### config.mk
export PLATFORM = sky130hd
export DESIGN_NAME = dec_key_prep_256
export DESIGN_NICKNAME = d
export VERILOG_FILES = /design/src/rtl/swan_pkg.sv /design/src/rtl/enc_key_step_256.sv /design/src/rtl/dec_key_prep_256.sv
export SDC_FILE = /design/constraint.sdc
export NUM_CORES = 1
export LEC_CHECK = 0
export ABC_AREA = 1
export CORE_AREA = 2 2 213 215
export DETAILED_ROUTE_END_ITERATION = 7
export DIE_AREA = 0 0 215 217
export DONT_BUFFER_PORTS = 1
export PLACE_DENSITY = 0.56
export SLEW_MARGIN = 10
export SYNTH_ARGS = -nofsm -noshare
export SYNTH_HDL_FRONTEND = slang
export SYNTH_SLANG_ARGS = --single-unit
export TNS_END_PERCENT = 1
### constraint.sdc
create_clock -name clk -period 3 [get_ports clk]
set_input_delay 0.3 -clock clk [delete_from_list [all_inputs] [get_ports clk]]
set_output_delay 0.3 -clock clk [all_outputs]
set_load 0.02 [all_outputs]
### src/rtl/swan_pkg.sv
// Shared parameters and FSM state type for the key-schedule preparation blocks.
package swan_pkg;

    localparam int          BLOCK_SIZE = 64;
    localparam int          SIDE_SIZE  = BLOCK_SIZE / 2;
    localparam int          KEY_SIZE   = 256;
    localparam int          PD         = 24;
    localparam logic [31:0] DELTA0     = 32'h9e3779b9;

    typedef enum logic [1:0] {
        IDLE,
        RUN,
        DONE
    } state_t;

endpackage

### src/rtl/enc_key_step_256.sv
// One forward key-schedule step: advance delta, rotate key left by PD, add the new delta
// into the least-significant word. Bit 0 of the key is its MSB.
module enc_key_step_256 #(
    parameter int                   KEY_SIZE  = swan_pkg::KEY_SIZE,
    parameter int                   SIDE_SIZE = swan_pkg::SIDE_SIZE,
    parameter int                   PD        = swan_pkg::PD,
    parameter logic [SIDE_SIZE-1:0] DELTA0    = swan_pkg::DELTA0
) (
    input  logic [0:KEY_SIZE-1]  key,
    input  logic [SIDE_SIZE-1:0] delta,
    output logic [0:KEY_SIZE-1]  next_key,
    output logic [SIDE_SIZE-1:0] next_delta
);

    logic [0:KEY_SIZE-1] rot;

    always_comb begin
        next_delta = delta + DELTA0;
        rot        = {key[PD:KEY_SIZE-1], key[0:PD-1]};
        next_key   = {rot[0:KEY_SIZE-SIDE_SIZE-1],
                      rot[KEY_SIZE-SIDE_SIZE:KEY_SIZE-1] + next_delta};
    end

endmodule

### src/rtl/dec_key_prep_256.sv
// Runs the forward key schedule ROUNDS times from a master key so the decryption
// schedule can start from the final (key, delta) state and walk it backwards.
module dec_key_prep_256 #(
    parameter int          BLOCK_SIZE = swan_pkg::BLOCK_SIZE,
    parameter int          KEY_SIZE   = swan_pkg::KEY_SIZE,
    parameter int          ROUNDS     = 64,
    parameter int          PD         = swan_pkg::PD,
    parameter logic [31:0] DELTA0     = swan_pkg::DELTA0,
    localparam int         SIDE_SIZE  = BLOCK_SIZE / 2
) (
    input  logic                 clk,
    input  logic                 rst,
    input  logic                 in_valid,
    output logic                 in_ready,
    input  logic [0:KEY_SIZE-1]  in_key,
    output logic                 out_valid,
    input  logic                 out_ready,
    output logic [0:KEY_SIZE-1]  out_key,
    output logic [SIDE_SIZE-1:0] out_delta
);

    import swan_pkg::*;

    localparam int CW = $clog2(ROUNDS + 1);

    state_t               state, state_n;
    logic [0:KEY_SIZE-1]  key_q;
    logic [SIDE_SIZE-1:0] delta_q;
    logic [CW-1:0]        cnt;
    logic [0:KEY_SIZE-1]  step_key;
    logic [SIDE_SIZE-1:0] step_delta;

    enc_key_step_256 #(
        .KEY_SIZE  (KEY_SIZE),
        .SIDE_SIZE (SIDE_SIZE),
        .PD        (PD),
        .DELTA0    (DELTA0[SIDE_SIZE-1:0])
    ) u_step (
        .key        (key_q),
        .delta      (delta_q),
        .next_key   (step_key),
        .next_delta (step_delta)
    );

    always_ff @(posedge clk) begin
        if (rst) begin
            state   <= IDLE;
            key_q   <= '0;
            delta_q <= '0;
            cnt     <= '0;
        end else begin
            state <= state_n;
            case (state)
                IDLE: if (in_valid) begin
                    key_q   <= in_key;
                    delta_q <= '0;
                    cnt     <= '0;
                end
                RUN: begin
                    key_q   <= step_key;
                    delta_q <= step_delta;
                    cnt     <= cnt + CW'(1);
                end
                default: ;
            endcase
        end
    end

    // The step that brings cnt to ROUNDS happens on the same edge that enters DONE.
    always_comb begin
        state_n   = state;
        in_ready  = 1'b0;
        out_valid = 1'b0;
        case (state)
            IDLE: begin
                in_ready = 1'b1;
                if (in_valid) state_n = RUN;
            end
            RUN: if (cnt == CW'(ROUNDS - 1)) state_n = DONE;
            DONE: begin
                out_valid = 1'b1;
                if (out_ready) state_n = IDLE;
            end
            default: state_n = IDLE;
        endcase
    end

    assign out_key   = out_valid ? key_q   : '0;
    assign out_delta = out_valid ? delta_q : '0;

endmodule

# [Word level (Yosys, flattened, before mapping)]
# Cells that the tools add are included.
# W data, S select, Z words.
[totals] reg_bits=297 inputBits=260 output_inout_bits=290 word_cells=31
[classes] add_sub_neg=3 n_eq_ne=6 n_mux=14 reduce_logical=4
[op_table] op="$mux W256" count=2
[op_table] op="$pmux W256 S2" count=1
[op_table] op="$mux W32" count=2
[op_table] op="$pmux W32 S2" count=1
[op_table] op="$add A32 B32 Y32" count=1
[op_table] op="$add A32 B32 Y32 const B" count=1
[op_table] op="$pmux W7 S2" count=1
[op_table] op="$add A7 B1 Y7 const B" count=1
[op_table] op="$eq A7 B6 Y1 const B" count=1
[op_table] op="$mux W7" count=1
[op_table] op="$mux W2" count=3
[op_table] op="$ne A2 B2 Y1 const B" count=3
[op_table] op="$pmux W2 S3" count=1
[op_table] op="$reduce_and A3 Y1" count=1
[op_table] op="$eq A2 B1 Y1 const B" count=1
[op_table] op="$eq A2 B2 Y1 const B" count=1
[op_table] op="$logic_not A2 Y1" count=1
[op_table] op="$mux W1" count=2
[op_table] op="$reduce_and A2 Y1" count=1
[op_table] op="$reduce_bool A2 Y1" count=1

# [Depth between registers and ports, before layout]
# Gate-level depths: netlist of run 1.
[depth] word_depth=3 depth_mapped=26 mapped_depth_nobuf=26

# [Hierarchy]
# A second synthesis of run 1 with hierarchy kept.
[unflattened] cells_unflattened=3759 area_unflattened_um2=22255.1
[by_module_without_submodules] mod="dec_key_prep_256" n_inst=1 cells_each=2972 area_per_inst_um2=17459.2 seq_area_each_um2=5945.7
[by_module_without_submodules] mod="enc_key_step_256" n_inst=1 cells_each=787 area_per_inst_um2=4795.8 seq_area_each_um2=0.0

# [Least setup slack after synthesis of run 1]
# Ideal clock, no wire load.
[synth_timing] kind="register to register" startpoint="register delta_q[0]" endpoint="register key_q[229] (netlist bit)" setup_time_ns=0.115 t_arrival_ns=2.628 t_required_ns=2.885 slack_ns=0.257 path_stages_with_launch=25 n_path_buf=0 synth_period_minus_slack_ns=2.743 path_cell_list="dfxtp_1 ha_1 nand2_2 nand2_2 o21ai_2 nand2_2 nand2_2 nand2_2 nand2_1 nand2_2 nand2_1 nand2_1 nand2_1 inv_2 ha_1 nand2_1 nor2_1 inv_1 nor2_1 inv_1 o21a_1 nand2_1 nor2_1 o21ai_0 inv_1"
[synth_between] elab_chain_len=3
[synth_lines] element="start, declared" line_no="dec_key_prep_256.sv:28" text="logic [SIDE_SIZE-1:0] delta_q;"
[synth_lines] element="start signal, assigned" line_no="dec_key_prep_256.sv:61" text="delta_q <= step_delta;"
[synth_lines] element="$add A32 B32 Y32" line_no="enc_key_step_256.sv:18" text="next_delta = delta + DELTA0;"
[synth_lines] element="$add A32 B32 Y32" line_no="enc_key_step_256.sv:21" text="rot[KEY_SIZE-SIDE_SIZE:KEY_SIZE-1] + next_delta};"
[synth_lines] element="$pmux W256 S2" line_no="dec_key_prep_256.sv:53" text="case (state)"
[synth_lines] element="end signal, assigned" line_no="dec_key_prep_256.sv:55" text="key_q <= in_key;"
[synth_lines] element="end signal, assigned" line_no="dec_key_prep_256.sv:60" text="key_q <= step_key;"
[synth_lines] element="end, declared" line_no="dec_key_prep_256.sv:27" text="logic [0:KEY_SIZE-1] key_q;"
# Every way passes these cells.
# A chain may end at the register's enable or synchronous reset.

# [Worst setup path in the final report of run 1]
[layout_timing] startpoint="register state[1]" endpoint="output port out_key[244] (netlist bit)"
[layout_between] elab_chain_len=3
[layout_lines] element="start, declared" line_no="dec_key_prep_256.sv:26" text="state_t state, state_n;"
[layout_lines] element="start signal, assigned" line_no="dec_key_prep_256.sv:52" text="state <= state_n;"
[layout_lines] element="$eq A2 B2 Y1" line_no="dec_key_prep_256.sv:74" text="case (state)"
[layout_lines] element="$mux W1" line_no="dec_key_prep_256.sv:74"
[layout_lines] element="$mux W256" line_no="dec_key_prep_256.sv:88" text="assign out_key = out_valid ? key_q : '0;"
[layout_lines] element="end, declared" line_no="dec_key_prep_256.sv:18" text="output logic [0:KEY_SIZE-1] out_key,"
# Every way passes these cells.

==> flow_metrics.tcl, run 1 <==
set metrics [dict create \
    syn_to_final_growth_pct 38.13 \
    path_max_fanout 153 \
    dp_slack_ns -0.2861 \
    htree_levels 2 \
    syn-num-nets 3029 \
    r2r_end "key_q[228]" \
    path_clk_slew_ns 0.06 \
    nets 3411 \
    cp.required_ns 2.70 \
    critPathKind "reg -> out" \
    gp_congestion 0.9585 \
    slew_headroom_pct 36.22 \
    yosysUniqueCellTypes 42 \
    antenna_found_initial 5 \
    port_buffers 0 \
    drt_iter0_markers 1864 \
    timing.final.crit_share_pct 97.37 \
    core_area_um2 44700 \
    drc 0 \
    start_kind "flip-flop" \
    final.min_clock_period_ns 2.921 \
    critPathArrivalTime_ns 2.62 \
    tns_ns 0 \
    clock_skew_ns 0.02680 \
    ys_ff_latch 297 \
    hold_class "in -> reg" \
    synth_warnings 0 \
    dr.pass1.iters 6 \
    gr-usage-all-layers_pct 31.93 \
    initial_core_util_pct 38.85 \
    wirelength_mm 79.08 \
    hold_end "key_q[254]" \
    p_leak_nw 10.82 \
    critPathCaptureType "output pin" \
    wire_per_inst_um 21.13 \
    grt_pass1_wl_mm 115.0 \
    cts_inserted_buffers 36 \
    total_power_mw 12.66 \
    peakVddDrop_uv 380.8 \
    synthCells 2730 \
    cts_tree "built" \
    rsz0062_at_grt "yes" \
    final-max-slew-violation-count 0 \
    finalSetupViolCount 0 \
    worstMarginPinSlew_ns 0.9568 \
    syn_area_um2 17370 \
    grt_pass1_vias 18893 \
    drv_cap 0 \
    clock_path_buffers 3 \
    vias 20061 \
    num_rows 78 \
    avgSynthCellArea_um2 6.361 \
    layout-drive-gt1-share_pct 16.84 \
    place_hpwl_mm 57.36 \
    final.setup.worst_slack_ns 0.07892 \
    rr_worst_depth 18 \
    post-route-util_pct 53.66 \
    ff2ff_setup_slack_ns 0.09 \
    run_status "finished, final reports clean" \
    insertion_delay_ns 0.56 \
    grt_max_degree 156 \
    min_from "in_key[254]" \
    hold_depth 2 \
    via_per_inst 5.360 \
    r2r-start "delta_q[0]" \
    dieHeight_um 217 \
    dieArea_um2 46660 \
    cts.sinks 297 \
    yosysSeqAreaShare_pct 34.24 \
    fmax_mhz 342.3 \
    antenna_left 0 \
    overflow 0 \
    powerDensity_nw_per_um2 527.7 \
    ios 550 \
    die_width_um 215 \
    root_buffer "clkbuf_16" \
    hold_violations 0 \
]
## cells in the final DEF (no fill, tap or decap), types with 14 or more instances in the layout
cell type / n
a21oi_1: 88
a21oi_2: 30
a221oi_1: 44
a31oi_1: 31
buf_4: 262
clkbuf_16: 37
dfxtp_1: 295
dlygate4sd3_1: 232
ha_1: 17
ha_4: 19
inv_1: 522
nand2_1: 613
nand2_2: 35
nand3_1: 47
nor2_1: 427
nor2_2: 39
o21ai_0: 53
o21ai_1: 19
o221ai_1: 155
xor2_1: 14
## kinds of logic after synthesis
group	after synthesis	synth area share, %
AOI/OAI and AO/OA	454	18.02
xor gates and xnor gates	32	1.830
adders and majority gates	39	2.853
buffers and inverters	696	15.50
DFF	297	34.24
and+or+nand+nor	1212	27.56
## what timing repair did
item                       4_1_cts  5_1_grt
resized for setup               40      164
pin swaps                        3       49
hold endpoints to repair       275        0
hold buffers                   233        0
setup endpoints to repair       20       92
setup buffers                    0        9
gates cloned                     0        0
## registers in the layout (all words and copies together), names as in the netlist
| register | count |
|---|---|
| key_q | 256 |
| delta_q | 32 |
| cnt | 7 |
| state | 2 |
## how the worst max path moves through the flow
stage	start	endpoint	slack, ns	cells past startpoint
6_report	state[1]	out_key[244]	0.08	5
5_1_grt	delta_q[0]	key_q[224]	-0.13	22
3_3_place_gp	delta_q[13]	key_q[229]	-0.28	21
3_5_place_dp	delta_q[13]	key_q[229]	-0.29	19
2_1_floorplan	delta_q[0]	key_q[229]	0.26	24
4_1_cts	delta_q[11]	key_q[229]	-0.06	19
## power by group
group	total (mW)	switching, mW	internal [mW]
Combinational	3.64	2.22	1.41
Sequential	4.45	0.194	4.26
Clock	4.57	1.84	2.73
## critical path, cell delays in order (launching register included)
cell     delay [ns]
dfxtp_1        0.33
inv_1          0.07
nor2_1         0.36
inv_8          0.33
buf_12         0.37
nor2_1         0.40
## per-stage QoR
step | hold WS (ns) | instances | instance area [um^2]
3_3_place_gp | 0.3793 | 3432 | 19530
4_1_cts | 0.004211 | 3726 | 23220
6_report | 0.02255 | 3743 | 23990
2_1_floorplan | 0.4427 | 2730 | 17370
5_1_grt | 0.02261 | 3739 | 23980
3_5_place_dp | 0.3799 | 3432 | 19530
## layout make-up
class	count	area (um^2)
fillers	4424	20710
clock buffers	50	1025
multi-input cells	1737	9563
inverters	537	2038
flip-flops and latches	297	5948
clock inverters	11	165.2
repair buffers	503	4477
diodes	8	20.02
well taps	600	750.7
## metal layers
| layer | up-vias | part of all wire, % | global-route usage, % |
|---|---|---|---|
| met1 | 9468 | 40 | 39.58 |
| met5 | - | 0.016 | 0 |
| met2 | 1008 | 48 | 54.19 |
| met4 | 2 | 5.1 | 14.67 |
| met3 | 230 | 7.3 | 5.577 |
| li1 | 9353 | - | - |
## cell usage after synthesis
cell type	count	area, um^2
o221ai_1	155	1358
a21oi_2	4	35.03
nor2_1	468	1757
o211ai_1	4	30.03
nor3_1	9	45.04
o21ai_0	77	385.4
xor2_2	5	81.33
o311a_1	1	10.01
buf_4	2	15.01
nand2_2	18	112.6
nor2_2	7	43.79
o21ai_1	3	15.01
a31oi_1	32	200.2
inv_1	527	1978
nand3_1	49	245.2
nand4_1	9	56.30
o21a_1	4	30.03
buf_2	57	285.3
inv_2	10	37.54
a221oi_1	44	385.4
nand2_1	637	2391
buf_1	9	33.78
clkbuf_1	91	341.6
o22ai_1	1	6.260
o21bai_1	2	15.01
nand3_4	1	17.52
a22oi_1	1	7.510
nand3_2	5	50.05
ha_1	38	475.5
nor2_4	1	11.26
a21o_1	1	7.510
dfxtp_1	297	5946
nor4_2	1	12.51
a21boi_0	1	7.510
and2_1	5	31.28
a211oi_1	5	37.54
a21oi_1	118	590.6
or2_2	2	12.51
xor2_1	22	192.7
xnor2_1	5	43.79
o21ai_2	1	8.760
fa_1	1	20.02
No activity file was read; power rests on OpenSTA's default activity.
==> inputs of run 2 (changes only) <==
==> constraint.sdc (replaced) <==
create_clock -name clk -period 2.7 [get_ports clk]
set_input_delay 0.27 -clock clk [delete_from_list [all_inputs] [get_ports clk]]
set_output_delay 0.27 -clock clk [all_outputs]
set_load 0.02 [all_outputs]
==> flow_metrics.tcl, run 2 (synthesis gave the netlist of run 1 again) <==
set metrics [dict create \
    finalSetupViolCount 23 \
    wire_per_inst_um 20.33 \
    fmax_mhz 344.7 \
    powerDensity_nw_per_um2 560.3 \
    htree_levels 2 \
    die_width_um 215 \
    port_buffers 0 \
    drt_iter0_markers 1755 \
    gr-usage-all-layers_pct 33.33 \
    drv_cap 0 \
    cts_inserted_buffers 35 \
    max_flop_register "key_q" \
    rr_worst_depth 19 \
    critPathMaxStageDelay_ns 0.36 \
    min_from "in_key[224]" \
    crit_family "simple AND/OR/NAND/NOR gates" \
    cp_slowest_cell "dfxtp_4" \
    crit_path_frequent_cell "nand2_2" \
    r2r_end "key_q[231]" \
    core_area_um2 44700 \
    top_regs "key_q: 256 flops, delta_q: 32 flops, cnt: 7 flops" \
    final_cell_mix "598 x nand2_1, 519 x buf_4, 512 x inv_1" \
    root_buffer "clkbuf_16" \
    vias 21058 \
    clock_path_buffers 3 \
    antenna_found_initial 6 \
    cp_num_buf_inv 3 \
    final-max-slew-violation-count 0 \
    via_per_inst 5.251 \
    grt_pass1_wl_mm 121.0 \
    path_clk_slew_ns 0.06 \
    wirelength_mm 81.51 \
    num_rows 78 \
    p_leak_nw 12.49 \
    start_kind "flip-flop" \
    critPathCaptureType "flip-flop" \
    nets 3679 \
    critPathKind "reg -> reg" \
    dr.pass1.iters 5 \
    gp_congestion 0.9661 \
    worstMarginPinSlew_ns 1.140 \
    r2r-start "delta_q[1]" \
    n_fill_cell 4246 \
    place_hpwl_mm 58.27 \
    slew_headroom_pct 24.01 \
    timing.final.crit_share_pct 107.5 \
    fin_area_um2 26700 \
    ff2ff_setup_slack_ns -0.20 \
    grt_max_degree 227 \
    dpl_cell_area_um2 21500 \
    tns_ns -3.376 \
    insertion_delay_ns 0.55 \
    violations "negative setup slack" \
    overflow 0 \
    post-route-util_pct 59.74 \
    cts_tree "built" \
    largest_reg_flops 256 \
    dieArea_um2 46660 \
    dieHeight_um 217 \
    cp.required_ns 3.15 \
    initial_core_util_pct 38.85 \
    rsz0062_at_grt "yes" \
    syn_to_final_growth_pct 53.76 \
    hold_violations 0 \
    multi_input_area_um2 10050 \
    run_status "complete, but fails checks" \
    peakVddDrop_uv 446.0 \
    drc 0 \
    hold_depth 4 \
    layout_commonest_cell "nand2_1" \
    cts.sinks 297 \
    ios 550 \
    layout-drive-gt1-share_pct 25.54 \
    grt_pass1_vias 20650 \
    hold_end "key_q[224]" \
    fin_hold_ws_ns 0.02669 \
    final.setup.worst_slack_ns -0.2013 \
    path_cells "ha_4, nand2_2, nand2_2, o21ai_4, nand2_2, nand2_4, nand2_4, buf_4, xor2_4, ha_4, nand2_2, nor2_4, buf_4, nand4_1, or2_2, nand4_1, nand3_1, nand2_1, inv_1" \
    path_max_fanout 4 \
    final-seq-area_um2 5962 \
    clock_skew_ns 0.01715 \
    hold_class "in -> reg" \
    antenna_left 0 \
    final.min_clock_period_ns 2.901 \
    critPathArrivalTime_ns 3.35 \
]
==> run 2: per-stage QoR <==
stage               power (mW)  std cells  setup WS (ns)
global route             15.59       4009        -0.3807
floorplan                6.931       2730       0.002851
finish                   14.96       4010        -0.2013
detailed placement       8.452       3689        -0.5797
CTS                      14.70       3996        -0.1382
global placement         8.422       3689        -0.5062
==> run 2: what timing repair did <==
item / 4_1_cts / 5_1_grt
cloned: 0 / 0
buffers inserted: 14 / 10
pin swaps: 70 / 69
gates resized for setup: 230 / 101
hold buffers: 232 / 0
endpoints found under the setup margin: 24 / 39
hold endpoints to repair: 273 / 0
==> run 2: cell type report <==
class / count / share of cell area, %
clock buffers: 54 / 4.194
diodes: 4 / 0.03749
multi-input cells: 1737 / 37.63
well taps: 600 / 2.812
flip-flops and latches: 297 / 22.33
repair buffers: 772 / 24.63
inverters: 537 / 7.634
clock inverters: 9 / 0.7310
==> run 2: routing by layer <==
metal,share of wire (%),GRT usage [%],vias to the layer above
met4,5.1,16.14,4
met2,49,58.28,1025
li1,-,-,9889
met3,6.9,5.115,207
met1,39,40.05,9933
met5,0.039,0,-
==> run 2: how the worst max path moves through the flow <==
stage,startpoint,to,slack (ns),cells after the start
global route,delta_q[0],key_q[229],-0.38,25
detailed placement,delta_q[0],key_q[228],-0.58,20
CTS,delta_q[0],key_q[228],-0.14,20
global placement,delta_q[0],key_q[226],-0.51,20
finish,delta_q[1],key_q[231],-0.20,19
floorplan,delta_q[1],key_q[229],0.003,24
==> run 2: power by group <==
group	leakage (nW)	internal, mW	switching (mW)
combinational	9.40	1.93	2.67
sequential	2.45	4.73	0.216
clock	0.651	3.42	1.99
total	12.5	10.1	4.87
==> run 2: worst register-to-register path, cell delays in order, from the launching register on <==
cell     delay [ns]
dfxtp_4        0.36
ha_4           0.16
nand2_2        0.05
nand2_2        0.07
o21ai_4        0.20
nand2_2        0.11
nand2_4        0.13
nand2_4        0.09
buf_4          0.16
xor2_4         0.16
ha_4           0.31
nand2_2        0.11
nor2_4         0.11
buf_4          0.12
nand4_1        0.08
or2_2          0.31
nand4_1        0.09
nand3_1        0.08
nand2_1        0.08
inv_1          0.04
==> inputs of run 3 (changes only) <==
==> constraint.sdc (replaced) <==
create_clock -name clk -period 2.7 [get_ports clk]
set_input_delay 0.81 -clock clk [delete_from_list [all_inputs] [get_ports clk]]
set_output_delay 0.81 -clock clk [all_outputs]
set_load 0.02 [all_outputs]
==> flow_metrics.tcl, run 3 (synthesis gave the netlist of run 1 again) <==
set metrics [dict create \
    grt_pass1_wl_mm 116.4 \
    num_rows 78 \
    via_per_inst 5.289 \
    gr-usage-all-layers_pct 32.43 \
    path_clk_slew_ns 0.06 \
    htree_levels 2 \
    dieHeight_um 217 \
    largest_reg_flops 256 \
    dr.pass1.iters 6 \
    port_buffers 0 \
    timing.final.crit_share_pct 106.1 \
    hold_depth 1 \
    antenna_left 0 \
    max_flop_register "key_q" \
    die_width_um 215 \
    cts_hold_buf 0 \
    swShare_pct 33.36 \
    dpl_cell_area_um2 21560 \
    r2r-start "delta_q[1]" \
    critPathCaptureType "flip-flop" \
    nets 3465 \
    drt_iter0_markers 1787 \
    fmax_mhz 349.1 \
    wire_per_inst_um 20.95 \
    cts_tree "built" \
    gp_congestion 0.9869 \
    slew_headroom_pct 24.09 \
    hold_end "key_q[35]" \
    n_fill_cell 4524 \
    switchingPower_mw 4.767 \
    worstMarginPinSlew_ns 1.139 \
    ff2ff_setup_slack_ns -0.16 \
    total_power_mw 14.29 \
    initial_core_util_pct 38.85 \
    final_cells 3793 \
    p_leak_nw 11.48 \
    run_status "complete, but fails checks" \
    powerDensity_nw_per_um2 584.2 \
    wirelength_mm 79.47 \
    final_cell_mix "589 x nand2_1, 537 x buf_4, 513 x inv_1" \
    grt_pass1_vias 19168 \
    cp.required_ns 3.14 \
    dp_cells 3693 \
    p_int_mw 9.524 \
    ios 550 \
    violations "negative setup slack" \
    clock_skew_ns 0.02130 \
    overflow 0 \
    finalSetupViolCount 21 \
    cts.sinks 297 \
    drc 0 \
    p_clk_share_pct 35.2 \
    syn_to_final_growth_pct 40.85 \
    final-max-slew-violation-count 0 \
    min_from "rst" \
    vias 20062 \
    rr_worst_depth 16 \
    pwr-share-seq_pct 34.7 \
    rsz0062_at_grt "yes" \
    root_buffer "clkbuf_16" \
    insertion_delay_ns 0.56 \
    place_hpwl_mm 59.10 \
    grt_max_degree 227 \
    clock_path_buffers 3 \
    cts_inserted_buffers 36 \
    dieArea_um2 46660 \
    layout-drive-gt1-share_pct 28.11 \
    drv_cap 0 \
    critPathKind "reg -> reg" \
    hold_class "in -> reg" \
    final.setup.worst_slack_ns -0.1643 \
    start_kind "flip-flop" \
    antenna_found_initial 5 \
    top_regs "key_q: 256 flops, delta_q: 32 flops, cnt: 7 flops" \
    fin_area_um2 24460 \
    hold_violations 0 \
    power_frac_comb_pct 30.1 \
    layout_commonest_cell "nand2_1" \
    tns_ns -1.781 \
    core_area_um2 44700 \
    path_max_fanout 4 \
    peakVddDrop_uv 381.2 \
    final.min_clock_period_ns 2.864 \
    r2r_end "key_q[235]" \
    critPathArrivalTime_ns 3.30 \
]
[run 3: area by class of cell]
type                    instances  area, um^2  area share, %
multi-input cells            1737       10130          41.42
flip-flops and latches        297        5961          24.37
repair buffers                557        4387          17.93
inverters                     537        2041          8.343
clock buffers                  52        1032          4.220
well taps                     600       750.7          3.069
clock inverters                 7       142.6         0.5832
diodes                          6       15.01        0.06138
[run 3: worst max path at each step]
stage / start / end / slack (ns) / cells after the start
after floorplan: delta_q[1] / key_q[229] / 0.003 / 24
after global placement: delta_q[1] / key_q[237] / -0.51 / 18
after detailed placement: delta_q[1] / key_q[237] / -0.54 / 18
after CTS: delta_q[0] / key_q[237] / -0.11 / 20
after global routing: delta_q[1] / key_q[225] / -0.31 / 21
final: delta_q[1] / key_q[235] / -0.16 / 16
[run 3: routing by layer]
layer | global-route usage [%] | vias to the layer above | part of all wire (%)
met1 | 39.34 | 9618 | 39
met2 | 57.73 | 847 | 50
li1 | - | 9458 | -
met5 | 0 | - | 0
met4 | 11.63 | 0 | 3.8
met3 | 5.563 | 139 | 7.0
[run 3: repair_timing]
action	CTS	global route
endpoints found under the setup margin	297	62
setup buffers	33	6
gates resized for setup	264	85
pin swaps	91	59
gates cloned	0	0
[run 3: through the flow]
stage	utilization (%)	setup slack, ns	hold slack (ns)
final	54.72	-0.1643	0.3433
after global routing	54.72	-0.3123	0.3101
after CTS	53.77	-0.1065	0.3043
after detailed placement	48.23	-0.5357	0.4534
after global placement	48.23	-0.5106	0.4486
after floorplan	-	0.002851	0.4427
[run 3: power by group through the flow]
stage                     Clock [mW]  Sequential (mW)  Combinational, mW
after global placement             0             5.02               3.43
after floorplan                    0             4.94               1.99
after CTS                       5.11             4.95               4.09
after global routing            5.27             4.99               4.66
after detailed placement           0             5.02               3.45
final                           5.03             4.96               4.31
[run 3: worst max-delay path, stage by stage, from the launching register on]
cell and delay, ns:
dfxtp_2 0.35, buf_6 0.11, nand4_1 0.17, nand2_2 0.16, nor2_4 0.06, nor2_4 0.14
buf_12 0.12, xor2_4 0.22, ha_4 0.25, a21oi_2 0.21, o21a_1 0.20, nand3_1 0.14
nand2_1 0.14, nand2_1 0.10, xor2_2 0.17, o21ai_0 0.15, inv_1 0.06
